<file path="config.mk">
export PLATFORM = sky130hd
export DESIGN_NAME = slc3_datapath
export DESIGN_NICKNAME = d
export VERILOG_FILES = /design/src/rtl/slc3_datapath.sv
export SDC_FILE = /design/constraint.sdc
export NUM_CORES = 1
export LEC_CHECK = 0
export ABC_AREA = 1
export CAP_MARGIN = 20
export CORE_UTILIZATION = 45
export CTS_CLUSTER_DIAMETER = 120
export DETAILED_ROUTE_END_ITERATION = 10
export GPL_TIMING_DRIVEN = 0
export PLACE_DENSITY = 0.65
export SLEW_MARGIN = 20
export SYNTH_ARGS = -nofsm -noshare
export SYNTH_HDL_FRONTEND = slang
export SYNTH_SLANG_ARGS = --single-unit
export TNS_END_PERCENT = 30
</file>
<file path="constraint.sdc">
create_clock -name Clk -period 6.6 [get_ports Clk]
set_input_delay 0.66 -clock Clk [delete_from_list [all_inputs] [get_ports Clk]]
set_output_delay 0.66 -clock Clk [all_outputs]
set_load 0.01 [all_outputs]
</file>
<file path="src/rtl/slc3_datapath.sv">
// SLC-3 datapath: architectural registers, register file, ALU, address adder and the shared bus,
// steered cycle-by-cycle by the ISDU control word.
module slc3_datapath #(
   parameter int                DATA_W   = 16,
   parameter logic [DATA_W-1:0] RESET_PC = '0
) (
   input  logic              Clk,
   input  logic              Reset,
   input  logic              LD_MAR,
   input  logic              LD_MDR,
   input  logic              LD_IR,
   input  logic              LD_BEN,
   input  logic              LD_CC,
   input  logic              LD_REG,
   input  logic              LD_PC,
   input  logic              GatePC,
   input  logic              GateMDR,
   input  logic              GateALU,
   input  logic              GateMARMUX,
   input  logic [1:0]        PCMUX,
   input  logic [1:0]        ADDR2MUX,
   input  logic [1:0]        ALUK,
   input  logic              ADDR1MUX,
   input  logic              MARMUX,
   input  logic              SR2MUX,
   input  logic              DRMUX,
   input  logic              SR1MUX,
   input  logic              MIO_EN,
   input  logic [DATA_W-1:0] Data_from_mem,
   output logic [DATA_W-1:0] BUS,
   output logic [DATA_W-1:0] PC,
   output logic [DATA_W-1:0] IR,
   output logic [DATA_W-1:0] MAR,
   output logic [DATA_W-1:0] MDR,
   output logic [2:0]        nzp,
   output logic              BEN,
   output logic              bus_conflict,
   output logic              conflict_sticky
);

   logic [DATA_W-1:0] regs [8];
   logic [2:0]        sr1, sr2, dr;
   logic [DATA_W-1:0] sr1_out, sr2_out, alu_b, alu_out;
   logic [DATA_W-1:0] addr1, addr2, addr_sum, marmux_out;
   logic [2:0]        nzp_next;

   function automatic logic [DATA_W-1:0] sext5(input logic [4:0] x);
      return {{(DATA_W-5){x[4]}}, x};
   endfunction

   function automatic logic [DATA_W-1:0] sext6(input logic [5:0] x);
      return {{(DATA_W-6){x[5]}}, x};
   endfunction

   function automatic logic [DATA_W-1:0] sext9(input logic [8:0] x);
      return {{(DATA_W-9){x[8]}}, x};
   endfunction

   function automatic logic [DATA_W-1:0] sext11(input logic [10:0] x);
      return {{(DATA_W-11){x[10]}}, x};
   endfunction

   assign sr1     = SR1MUX ? IR[8:6] : IR[11:9];
   assign sr2     = IR[2:0];
   assign dr      = DRMUX ? 3'd7 : IR[11:9];
   assign sr1_out = regs[sr1];
   assign sr2_out = regs[sr2];
   assign alu_b   = SR2MUX ? sext5(IR[4:0]) : sr2_out;

   always_comb begin
      unique case (ALUK)
         2'b00:   alu_out = sr1_out + alu_b;
         2'b01:   alu_out = sr1_out & alu_b;
         2'b10:   alu_out = ~sr1_out;
         default: alu_out = sr1_out;
      endcase
   end

   assign addr1 = ADDR1MUX ? sr1_out : PC;

   always_comb begin
      unique case (ADDR2MUX)
         2'b00:   addr2 = '0;
         2'b01:   addr2 = sext6(IR[5:0]);
         2'b10:   addr2 = sext9(IR[8:0]);
         default: addr2 = sext11(IR[10:0]);
      endcase
   end

   assign addr_sum   = addr1 + addr2;
   assign marmux_out = MARMUX ? addr_sum : {{(DATA_W-8){1'b0}}, IR[7:0]};

   // Fixed priority keeps BUS defined even when the control word is illegal.
   always_comb begin
      if (GatePC)          BUS = PC;
      else if (GateMDR)    BUS = MDR;
      else if (GateALU)    BUS = alu_out;
      else if (GateMARMUX) BUS = marmux_out;
      else                 BUS = '0;
   end

   assign bus_conflict = (GatePC  & (GateMDR | GateALU | GateMARMUX)) |
                         (GateMDR & (GateALU | GateMARMUX)) |
                         (GateALU & GateMARMUX);

   assign nzp_next = BUS[DATA_W-1] ? 3'b100 : ((BUS == '0) ? 3'b010 : 3'b001);

   always_ff @(posedge Clk) begin
      if (Reset) begin
         for (int i = 0; i < 8; i++) regs[i] <= '0;
      end else if (LD_REG) begin
         regs[dr] <= BUS;
      end
   end

   // BEN deliberately samples the pre-edge IR and nzp, so it may share a cycle with LD_IR/LD_CC.
   always_ff @(posedge Clk) begin
      if (Reset) begin
         PC              <= RESET_PC;
         IR              <= '0;
         MAR             <= '0;
         MDR             <= '0;
         nzp             <= 3'b010;
         BEN             <= 1'b0;
         conflict_sticky <= 1'b0;
      end else begin
         if (LD_PC) begin
            unique case (PCMUX)
               2'b00:   PC <= PC + DATA_W'(1);
               2'b01:   PC <= BUS;
               2'b10:   PC <= addr_sum;
               default: PC <= PC;
            endcase
         end
         if (LD_IR)        IR              <= BUS;
         if (LD_MAR)       MAR             <= BUS;
         if (LD_MDR)       MDR             <= MIO_EN ? Data_from_mem : BUS;
         if (LD_CC)        nzp             <= nzp_next;
         if (LD_BEN)       BEN             <= |(IR[11:9] & nzp);
         if (bus_conflict) conflict_sticky <= 1'b1;
      end
   end

endmodule

</file>
==> flow_summary.json <==
{
  "final.period_utilization_pct": 96.7,
  "coreArea_sq_mm": 0.0296,
  "cts.sink_count": 200,
  "synth_cell_types": 52,
  "timing.critical_path.slowest_cell_delay_ns": 0.53,
  "clock_skew_ns": 0.0197,
  "worst_path_max_delay_cell": "sky130_fd_sc_hd__dfxtp_1",
  "syn-num-nets": 1956,
  "num_antenna_cells": 0,
  "whs_path_depth": 2,
  "fin_setup_tns_ns": 0,
  "worst_r2r_endpoint": "IR[13]$_SDFFE_PP0P_",
  "power_density_mw_per_mm2": 232,
  "path_max_fanout": 10,
  "drt_first_iter_violations": 1712,
  "largest_net_degree_at_the_start_of_global_routing": 22,
  "rsz0062_at_grt": "no",
  "clkSlewWorstSetupHoldPaths_ns": 0.08,
  "pin_count": 127,
  "antenna_found_initial": 0,
  "crit_type": "reg -> out",
  "synth-edff-count": 128,
  "syn2layout_area_growth_pct": 17.5,
  "timing.fmax_ghz": 0.157,
  "root_buffer": "sky130_fd_sc_hd__clkbuf_16",
  "cp_num_buf_inv": 5,
  "totalWireLength_um": 56700,
  "ff2ff_path_depth": 29,
  "firstDrtPassIters": 6,
  "yosys_warnings": 0,
  "finalHoldWorstSlack_ns": 0.487,
  "post-route-worst-setup-slack_ns": 0.216,
  "placement_rows": 63,
  "hp-class": "reg -> reg",
  "hold_end": "IR[12]$_SDFFE_PP0P_",
  "synth_area_sq_mm": 0.0135,
  "worstSetupStartpointType": "flip-flop",
  "nets": 2104,
  "vdd.ir_drop.worst_mv": 0.177,
  "total_of_endpoints_with_negative_setup_slack_in_the_final_report": 0,
  "die_y_um": 176,
  "maxSlewViolCount": 0,
  "fin_util_pct": 53.7,
  "dp.cells": 2392,
  "gr-total-overflow": 0,
  "place.detailed.hpwl_um": 42600,
  "standby_leakage_power_nw": 6.69,
  "num_vias": 14200,
  "type_of_element_capturing_the_critical_path": "primary output",
  "drc": 0,
  "r2r-start": "IR[6]$_SDFFE_PP0P_",
  "critPathTopFamily": "compound AO/OA/AOI/OAI gates",
  "synth_top_flop_cell": "sky130_fd_sc_hd__edfxtp_1",
  "post_drt_wl_per_cell_um": 23.3,
  "hold_start": "IR[12]$_SDFFE_PP0P_",
  "synth-async-reset-ratio_pct": 0,
  "worstSkewPairLatency_ns": 0.46,
  "fill_cells": 2924,
  "outcome": "finished, final reports clean",
  "cap_viol_max_count": 0,
  "cp.arrival_ns": 5.72,
  "postRouteAntennaNets": 0,
  "timing.critical_path.required_ns": 5.94,
  "synthesis.area_per_instance_sq_um": 7.21,
  "synth-seq-area-share_pct": 39.0,
  "max_slew.worst_pin.slew_ns": 1.10,
  "initial_utilization_pct": 45.7,
  "globalplace.congestion": 1.02,
  "synth_seq_cells": 200,
  "chipWidth_um": 176,
  "cts-buffers-inserted": 17,
  "layout.cell_area.non_filler_sq_mm": 0.0159,
  "final.min_clock_period_ns": 6.38,
  "design_power_total_mw": 3.70,
  "post_layout_nonfiller_instances": 2430,
  "detailedPlace.worstSlack_ns": 0.389,
  "hold_viol_final": 0,
  "max_slew_margin_pct": 26.7,
  "worst-r2r-setup-slack_ns": 1.11,
  "clock_tree_from_tritoncts": "built",
  "instance_area_after_placement_sq_mm": 0.0153,
  "post_route_cells_drive_above_1_share_pct": 7.35,
  "first_global_vias": 13100,
  "port_buffers": 123,
  "global_route.usage.total_pct": 36.8,
  "cts.htree.levels": 4,
  "ctsLongestPathBuffers": 2,
  "via_per_inst": 5.84,
  "grt_pass1_wl_um": 83100,
  "synth_cells": 1879,
  "floorplan.die_area_sq_mm": 0.0308
}
==> layer usage <==
layer / GRT usage, % / share of wire [%]
met2: 55.0 / 43
met3: 10.4 / 12
met1: 50.3 / 42
met4: 14.1 / 3.5
met5: 0 / 0
==> synthesized netlist by cell type (all sizes together), types with 6 or more instances <==
master / n / area [sq um]
nand2: 423 / 1650
nor2: 234 / 881
inv: 226 / 851
o21ai: 177 / 961
a21oi: 150 / 766
nand3: 140 / 706
edfxtp: 128 / 3840
dfxtp: 72 / 1440
o211ai: 72 / 566
clkbuf: 60 / 225
buf: 51 / 353
ha: 34 / 425
xor2: 15 / 131
o221ai: 14 / 123
nand3b: 9 / 67.6
nor3: 9 / 45.0
a21boi: 8 / 71.3
a221oi: 8 / 70.1
o21a: 6 / 45.0
==> sequential cells by signal (all words and copies together), names as in the netlist, named ones only <==
signal / count
regs: 128
PC: 16
MDR: 16
MAR: 16
IR: 16
BEN: 1
nzp: 3
conflict_sticky: 1
==> logic make-up after synthesis <==
kind of cell / count (synthesis) / share of synthesized area (%)
AO/OA/AOI/OAI: 455 / 20.4
XOR/XNOR: 20 / 1.29
buffers and inverters: 342 / 10.7
AND/OR/NAND/NOR: 826 / 25.2
adder cells (fa/ha/maj): 36 / 3.44
flip-flops: 200 / 39.0
==> what timing repair did <==
item	CTS	global route
hold buffers	0	0
setup buffers	0	6
endpoints found under the hold margin	0	0
endpoints found under the setup margin	0	2
gates resized for setup	0	5
==> placed cells by master (no fill, tap or decap), drive strengths merged, types with 34 or more instances in the layout <==
cell             n
ha              34
a21oi          150
edfxtp         128
nor2           234
o21ai          177
clkbuf          79
clkdlybuf4s50  123
o211ai          72
buf             55
dfxtp           72
nand2          423
nand3          140
inv            236
==> power by group <==
part	leakage, nW	internal (mW)	switching (mW)
Clock	0.291	0.515	0.571
Sequential	1.93	1.39	0.0618
Combinational	4.47	0.379	0.775
Total	6.69	2.29	1.41
==> worst min-delay path: cells and delay by family, from the launching register on <==
kind	cells	cell delay, ns
flops	1	0.33
compound gates	1	0.08
buf+inv	1	0.05
==> how the worst max path moves through the flow <==
stage	from	to	slack, ns	depth (start not counted)
final	IR[6]$_SDFFE_PP0P_	BUS[13]	0.22	25
after CTS	IR[10]$_SDFFE_PP0P_	BUS[12]	0.16	26
after global placement	SR1MUX	BUS[12]	0.44	26
after detailed placement	SR1MUX	BUS[12]	0.39	26
after global routing	IR[10]$_SDFFE_PP0P_	BUS[12]	0.01	26
after floorplan	SR1MUX	BUS[12]	2.06	29
==> final cells by class <==
cell class	instances	area [sq um]	area share, %
plain buffers	111	584	3.67
inverters	231	870	5.46
flip-flops and latches	200	5290	33.2
well taps	390	488	3.07
repair buffers	129	1280	8.02
multi-input cells	1337	6820	42.8
clock buffers	17	425	2.67
clock inverters	15	168	1.05
Note: power is estimated with default switching activity, not from simulation.
